## config.mk

```make
export PLATFORM = sky130hd
export DESIGN_NAME = byte_stream_packer
export DESIGN_NICKNAME = d
export VERILOG_FILES = /design/src/rtl/byte_stream_packer.sv
export SDC_FILE = /design/constraint.sdc
export NUM_CORES = 1
export LEC_CHECK = 0
export CAP_MARGIN = 20
export CORE_ASPECT_RATIO = 1.5
export CORE_MARGIN = 3
export CORE_UTILIZATION = 49
export DETAILED_ROUTE_END_ITERATION = 8
export PLACE_DENSITY = 0.79
export SYNTH_ARGS = -nofsm -noshare
export SYNTH_HDL_FRONTEND = slang
export SYNTH_SLANG_ARGS = --single-unit
```

## constraint.sdc

```tcl
create_clock -name clk -period 2.7 [get_ports clk]
set_input_delay 0.405 -clock clk [delete_from_list [all_inputs] [get_ports clk]]
set_output_delay 0.405 -clock clk [all_outputs]
set_load 0.01 [all_outputs]
```

## src/rtl/byte_stream_packer.sv

```systemverilog
// Packs a valid-only byte stream into LANES-byte words and queues them in a DEPTH-entry FIFO.
// Optional PACK_PARITY_EN adds a per-lane even-parity output stored with each entry.
module byte_stream_packer #(
  parameter int unsigned LANES = 4,
  parameter int unsigned DEPTH = 4
) (
  input  logic                       clk,
  input  logic                       rst,
  input  logic [7:0]                 in_data,
  input  logic                       in_valid,
  input  logic                       flush,
  output logic [8*LANES-1:0]         out_data,
  output logic [LANES-1:0]           out_keep,
  output logic                       out_valid,
  input  logic                       out_ready,
  output logic                       overflow,
  output logic [$clog2(DEPTH):0]     level
`ifdef PACK_PARITY_EN
  ,
  output logic [LANES-1:0]           out_parity
`endif
);

  localparam int unsigned IdxW = $clog2(LANES);
  localparam int unsigned PtrW = $clog2(DEPTH);

  typedef enum logic {StIdle, StFill} state_e;

  state_e                      state_q, state_d;
  logic [IdxW-1:0]             idx_q, idx_d;
  logic [LANES-1:0][7:0]       asm_q, asm_d;
  logic [LANES-1:0][7:0]       word_d;
  logic [LANES-1:0]            keep_d;
  logic [IdxW:0]               fill_cnt;
  logic                        complete, close;

  logic [8*LANES-1:0]          data_mem [DEPTH];
  logic [LANES-1:0]            keep_mem [DEPTH];
  logic [PtrW-1:0]             wptr_q, rptr_q;
  logic [PtrW:0]               level_q, level_d;
  logic                        overflow_q;
  logic                        pop, push_ok;

  // Packer: the incoming byte is merged before deciding whether the word closes.
  always_comb begin
    word_d   = asm_q;
    keep_d   = '0;
    state_d  = state_q;
    idx_d    = idx_q;
    asm_d    = asm_q;
    if (in_valid) word_d[idx_q] = in_data;
    fill_cnt = {1'b0, idx_q} + {{IdxW{1'b0}}, in_valid};
    complete = in_valid && (idx_q == IdxW'(LANES - 1));
    close    = complete || (flush && ((state_q == StFill) || in_valid));
    for (int unsigned k = 0; k < LANES; k++) begin
      keep_d[k] = ((IdxW + 1)'(k) < fill_cnt);
    end
    if (close) begin
      state_d = StIdle;
      idx_d   = '0;
      asm_d   = '0;
    end else if (in_valid) begin
      state_d = StFill;
      idx_d   = idx_q + 1'b1;
      asm_d   = word_d;
    end
  end

  // A full FIFO still accepts a push when the head leaves on the same edge.
  assign pop     = out_valid && out_ready;
  assign push_ok = close && ((level_q < (PtrW + 1)'(DEPTH)) || pop);

  always_comb begin
    level_d = level_q;
    unique case ({push_ok, pop})
      2'b10:   level_d = level_q + 1'b1;
      2'b01:   level_d = level_q - 1'b1;
      default: level_d = level_q;
    endcase
  end

  always_ff @(posedge clk or negedge rst) begin
    if (!rst) begin
      state_q    <= StIdle;
      idx_q      <= '0;
      asm_q      <= '0;
      wptr_q     <= '0;
      rptr_q     <= '0;
      level_q    <= '0;
      overflow_q <= 1'b0;
    end else begin
      state_q <= state_d;
      idx_q   <= idx_d;
      asm_q   <= asm_d;
      level_q <= level_d;
      if (push_ok) wptr_q <= wptr_q + 1'b1;
      if (pop)     rptr_q <= rptr_q + 1'b1;
      if (close && !push_ok) overflow_q <= 1'b1;
    end
  end

  always_ff @(posedge clk) begin
    if (push_ok) begin
      data_mem[wptr_q] <= word_d;
      keep_mem[wptr_q] <= keep_d;
    end
  end

  assign out_valid = (level_q != '0);
  assign out_data  = out_valid ? data_mem[rptr_q] : '0;
  assign out_keep  = out_valid ? keep_mem[rptr_q] : '0;
  assign overflow  = overflow_q;
  assign level     = level_q;

`ifdef PACK_PARITY_EN
  logic [LANES-1:0] par_d;
  logic [LANES-1:0] par_mem [DEPTH];

  always_comb begin
    par_d = '0;
    for (int unsigned k = 0; k < LANES; k++) par_d[k] = ^word_d[k];
  end

  always_ff @(posedge clk) begin
    if (push_ok) par_mem[wptr_q] <= par_d;
  end

  assign out_parity = out_valid ? par_mem[rptr_q] : '0;
`endif

endmodule

```

==> impl_metrics.tcl, run 1 <==
set metrics [dict create \
    die_h_um 159.0 \
    synth_warnings 0 \
    grt.overflow.total 0 \
    postRouteAntennaNets 0 \
    timing.final.max_slew_violations 0 \
    fillers 1041 \
    start_util 0.5025 \
    drv_cap 0 \
    clk_path_buf_depth 2 \
    synth.cell_area_um2 7642 \
    gp_congestion 0.7854 \
    synthTopCellsByCount "edfxtp_1 (144), and2_1 (49), dfrtp_1 (43)" \
    post-route-period-util 0.9816 \
    synth_mux_area_frac 0.1547 \
    die_w_um 108.0 \
    clock.fmax_mhz 377.3 \
    clk_pin_slew_ns 0.06 \
    synthToLayoutAreaGrowth_pct 20.09 \
    insertedDiodeCount 0 \
    finalHoldViolations 0 \
    dp_hpwl_um 9279 \
    hp-class "input port to async pin" \
    antenna_found_initial 0 \
    powerDensity_nw_per_um2 1002 \
    synth-compound-area-share 0.03847 \
    tns_ns 0 \
    layout-drive-gt1-share 0.2525 \
    avgRoutedWirePerCell_um 22.06 \
    insertion_delay_ns 0.42 \
    synth_top_family_by_area "multiplexers" \
    syn_nets 433 \
    synth_seq_area_share 0.7066 \
    peakVddDrop_mv 0.5539 \
    postCtsHoldBufs 0 \
    cp_num_cells 5 \
    r2r_cells 10 \
    start_kind "flip-flop" \
    synth_area_per_cell_um2 18.78 \
    status "finished, final reports clean" \
    first_global_vias 4208 \
    vias_per_cell 5.666 \
    tightestPinTransition_ns 1.035 \
    h-tree-depth 4 \
    synth_ff_type "edfxtp_1" \
    synth_adder_area_share 0.02227 \
    period_needed_ns 2.650 \
    row_count 55 \
    yosys.area_share.xor_xnor 0.006876 \
    cts_root_buffer "clkbuf_16" \
    yosysMostFrequentCell "edfxtp_1" \
    cp_cell_sequence "buf_12, buf_12, mux4_2, and2_1, clkdlybuf4s50_1" \
    ys_top_cells_by_area "edfxtp_1 (57%), dfrtp_1 (14%), mux4_2 (11%)" \
    synth_top_area_share 0.5658 \
    yosys.area.top_type "edfxtp_1" \
    crit_required_ns 2.30 \
    async_reset_ff_frac 0.2299 \
    drc 0 \
    die_area_um2 17160 \
    vias 3932 \
    cts_made_buffers 17 \
    clock_sinks 187 \
    grt_pass1_wl_um 23670 \
    io_pins 54 \
    slew-limit-headroom 0.3099 \
    ys_ff_latch 187 \
    power_mw 9.200 \
    cp.arrival_ns 2.25 \
    cpPeakStageDelay_ns 0.49 \
    cp_max_fo 6 \
    p_leak_nw 3.501 \
    cpLargestDelayFamily "buffers and inverters" \
    drt-initial-drc-count 284 \
    grtUsageTotal 0.1853 \
    totalWireLength_um 15310 \
    yosys.area_share.simple 0.05288 \
    core_area_um2 15210 \
    instances_no_fill 694 \
    worst_path_max_delay_cell "mux4_2" \
    io_buffers 53 \
    grt_max_degree 44 \
    nets 509 \
    synth_edf_count 144 \
    dp_cells 655 \
    cp-end-kind "output pin" \
    drtPass1Iterations 4 \
    path_class "flip-flop to output pin" \
    path_buf_inv 3 \
    fin_skew_ns 0.009673 \
    netlist-cell-type-count 29 \
    synthCells 407 \
    crit_top_cell "buf_12" \
    setup_viol 0 \
    final_core_utilization 0.6035 \
    cts_tree "done" \
]
-- placed cells by master, fill, tap and decap left out, types with 2 or more instances in the layout --
cell,netlist,layout
edfxtp_1,144,144
clkbuf_1,4,3
dfrtp_1,43,42
dlymetal6s2s_1,0,9
buf_12,0,8
clkdlybuf4s50_1,0,33
clkinv_2,0,3
and2_1,49,49
xor2_1,3,3
and3_1,3,3
buf_4,0,8
inv_1,11,11
o21ai_0,3,3
nor2_1,3,3
clkbuf_16,0,20
a31o_2,2,2
a22o_1,24,24
nand2_1,9,9
dlygate4sd2_1,0,10
a21oi_1,2,2
o21ai_2,3,3
clkinv_4,0,3
mux2_2,33,33
xnor2_1,3,3
ha_1,12,12
mux4_2,36,36
clkinvlp_4,0,2
-- timing repair --
action / in CTS / in global routing
pin swaps: 1 / 0
endpoints found under the setup margin: 32 / 23
setup buffers: 0 / 5
gates resized for setup: 13 / 11
gates cloned: 0 / 3
-- cell families after synthesis --
logic type	after synthesis
compound gates	36
xor+xnor	6
fa+ha+maj	13
buf+inv	27
flops	187
mux	69
simple gates	69
-- final cells by class --
class	instances	area [µm²]	share of cell area
Clock buffer	20	436.7	0.04758
Multi-Input combinational cell	193	2108	0.2297
Inverter	11	41.29	0.004499
Sequential cell	187	5401	0.5885
Clock inverter	11	98.84	0.01077
Tap cell	199	249.0	0.02713
Timing Repair Buffer	73	842.1	0.09175
-- layer usage --
layer	vias up	GRT usage	part of all wire
li1	1732	-	-
met2	125	0.3245	0.55
met1	2063	0.2282	0.39
met3	12	0.03732	0.042
met5	-	0	0
met4	0	0.06261	0.012
-- stage by stage --
step                hold WS, ns  area [µm²]  setup slack, ns
detailed placement       0.4651        8473          0.04295
finish                   0.1739        9178          0.04973
CTS                      0.1832        9009         0.002371
global placement         0.4629        8473           0.2144
global route             0.2200        9178         -0.01407
floorplan                0.1094        7642           0.3804
-- power by group --
part	total, mW	internal, mW	leakage [nW]	switching, mW
combinational	3.29	1.82	1.34	1.46
sequential	3.65	3.52	1.90	0.129
clock	2.27	1.26	0.258	1.00
total	9.20	6.61	3.50	2.59
-- state kept, by name, summed over array words and instances, names as in the netlist --
signal and cells:
asm_q 32, data_mem 128, idx_q 2, keep_mem 16, level 3, overflow 1, rptr_q 2, state_q 1
wptr_q 2
-- worst paths after layout --
kind | endpoint | start | slack, ns
setup / recovery | out_data[14] | rptr_q[0]$_DFFE_PN0P_ | 0.05
hold / removal | level[1]$_DFFE_PN0P_ | rst | 0.17
setup reg to reg | level[2]$_DFFE_PN0P_ | idx_q[0]$_DFFE_PN0P_ | 0.30
hold reg to reg | asm_q[27]$_DFFE_PN0P_ | asm_q[27]$_DFFE_PN0P_ | 0.49
max in group asynchronous | rptr_q[0]$_DFFE_PN0P_ | rst | 1.83
min in group clk | asm_q[27]$_DFFE_PN0P_ | asm_q[27]$_DFFE_PN0P_ | 0.49
No activity file was read; power rests on OpenSTA's default activity.
==> inputs of run 2 (changes only) <==
CELL_PAD_IN_SITES_DETAIL_PLACEMENT = 1   (was default)
CELL_PAD_IN_SITES_GLOBAL_PLACEMENT = 1   (was default)
PLACE_DENSITY = 0.88   (was 0.79)
==> run 2 against run 1 <==
Effect of this change: combinational power fell by 2%; worst setup slack improved by 0.029 ns; largest power group unchanged; routed wire length rose by 16%; utilization fell by 0.31 points; fmax rose by 1.1%; critical path type unchanged; first-iteration DRC count rose by 49%; count of clock-buffer cells in the layout rose by 2; hold slack got worse by 0.12 ns; critical path depth fell by 1.
==> impl_metrics.tcl, run 2 (synthesized netlist as in run 1, its figures left out) <==
set metrics [dict create \
    drt-initial-drc-count 423 \
    path_buf_inv 2 \
    path_class "flip-flop to output pin" \
    clk_pin_slew_ns 0.06 \
    io_pins 54 \
    largest_register_ffs 128 \
    cpLargestDelayFamily "buffers and inverters" \
    final_cell_mix "edfxtp_1 (144), and2_1 (49), dfrtp_1 (42)" \
    layout-drive-gt1-share 0.2490 \
    cp.arrival_ns 2.22 \
    tns_ns 0 \
    nets 507 \
    die_area_um2 17160 \
    clock.fmax_mhz 381.6 \
    intPower_mw 6.640 \
    core_area_um2 15210 \
    setup_viol 0 \
    regMostFlops "data_mem" \
    powerDensity_nw_per_um2 1023 \
    vias_per_cell 5.779 \
    finalHoldViolations 0 \
    cts_made_buffers 17 \
    vias 4005 \
    grt_max_degree 40 \
    totalWireLength_um 17820 \
    io_buffers 53 \
    status "finished, final reports clean" \
    reg_top3 "data_mem x128, asm_q x32, keep_mem x16" \
    antenna_found_initial 0 \
    drc 0 \
    final_common_cell "edfxtp_1" \
    postRouteAntennaNets 0 \
    r2r_cells 8 \
    fillers 1331 \
    avgRoutedWirePerCell_um 25.72 \
    cp_num_cells 4 \
    p_leak_nw 3.414 \
    drtPass1Iterations 5 \
    slew-limit-headroom 0.4865 \
    start_kind "flip-flop" \
    grt.overflow.total 0 \
    grt_pass1_wl_um 27750 \
    tightestPinTransition_ns 0.7702 \
    netSwitchingPower_mw 2.696 \
    insertion_delay_ns 0.42 \
    cp-end-kind "output pin" \
    timing.final.max_slew_violations 0 \
    die_w_um 108.0 \
    cp_cell_sequence "buf_12, mux4_2, and2_1, clkdlybuf4s50_1" \
    hp-class "input port to async pin" \
    drv_cap 0 \
    swShare 0.2888 \
    die_h_um 159.0 \
    gp_congestion 0.7899 \
    final_core_utilization 0.6003 \
    worst_path_max_delay_cell "mux4_2" \
    row_count 55 \
    cpPeakStageDelay_ns 0.53 \
    grtUsageTotal 0.2200 \
    insertedDiodeCount 0 \
    peakVddDrop_mv 0.8202 \
    post-route-period-util 0.9707 \
    comb_power_share 0.345 \
    period_needed_ns 2.621 \
    first_global_vias 4521 \
    dp_hpwl_um 10590 \
    fin_skew_ns 0.006208 \
    rsz0062_at_grt "false" \
    synthToLayoutAreaGrowth_pct 19.47 \
    h-tree-depth 4 \
    clock_sinks 187 \
    pwr-share-seq 0.395 \
    cts_root_buffer "clkbuf_16" \
    crit_required_ns 2.30 \
    cts_tree "done" \
    p_clk_frac 0.260 \
    cp_max_fo 11 \
    start_util 0.5025 \
    clk_path_buf_depth 2 \
]
-- run 2: cell count changes in the layout (fill, tap and decap cells not counted), sizes merged --
cell           previous run  this run
bufinv                    1         2
clkbuf                   23        22
buf                      18        19
clkdlybuf4s50            33        34
dlygate4sd2              10        17
clkinv                    7         3
dlymetal6s2s              9         1
inv                      12        13
clkinvlp                  2         3
-- run 2: stage by stage --
stage               total power [mW]  hold slack [ns]  instance area, µm²  std cells  setup WS [ns]
global placement               6.805           0.4617                8491        654         0.2470
finish                         9.336          0.05744                9130        693        0.07915
CTS                            9.380          0.06634                9090        688       0.004027
floorplan                      5.490           0.1094                7642        407         0.3804
global route                   9.770          0.08975                9130        693        0.01338
detailed placement             6.961           0.4660                8491        654        0.09192
-- run 2: routing by layer --
layer	part of all wire	global-route usage	vias to the layer above
met5	0	0	-
li1	-	-	1729
met2	0.54	0.3777	148
met3	0.041	0.03367	26
met1	0.39	0.2870	2102
met4	0.020	0.07180	0
-- run 2: cell type report --
type / count / area [µm²] / area share
Clock buffer: 22 / 454.2 / 0.04975
Multi-Input combinational cell: 193 / 2103 / 0.2304
Timing Repair Buffer: 71 / 762.0 / 0.08346
Clock inverter: 10 / 118.9 / 0.01302
Inverter: 11 / 41.29 / 0.004522
Tap cell: 199 / 249.0 / 0.02727
Sequential cell: 187 / 5401 / 0.5916
-- run 2: power by group through the flow --
| stage | Clock, mW | Sequential [mW] | Combinational [mW] |
|---|---|---|---|
| 2_1_floorplan | 0 | 3.68 | 1.81 |
| 6_report | 2.43 | 3.68 | 3.22 |
| 3_3_place_gp | 0 | 3.69 | 3.11 |
| 4_1_cts | 2.47 | 3.69 | 3.22 |
| 3_5_place_dp | 0 | 3.73 | 3.23 |
| 5_1_grt | 2.60 | 3.71 | 3.46 |
-- run 2: repair_timing --
item	4_1_cts	5_1_grt
endpoints found under the setup margin	5	16
setup buffers	1	5
hold buffers	0	0
resized for setup	18	1
gates cloned	1	0
-- run 2: final timing paths --
path                       slack [ns]               endpoint                   from
hold / removal                   0.06  wptr_q[1]$_DFFE_PN0P_                    rst
setup reg to reg                 0.39   level[1]$_DFFE_PN0P_   idx_q[0]$_DFFE_PN0P_
min in group clk                 0.49   overflow$_DFFE_PN0P_   overflow$_DFFE_PN0P_
hold reg to reg                  0.49   overflow$_DFFE_PN0P_   overflow$_DFFE_PN0P_
setup / recovery                 0.08            out_data[8]  rptr_q[0]$_DFFE_PN0P_
max in group asynchronous        1.94   asm_q[8]$_DFFE_PN0P_                    rst
==> inputs of run 3 (changes only) <==
CTS_CLUSTER_DIAMETER = 80   (was default)
==> results of run 3 <==
No change in the layout: final DEF, timing and power equal those of run 2.
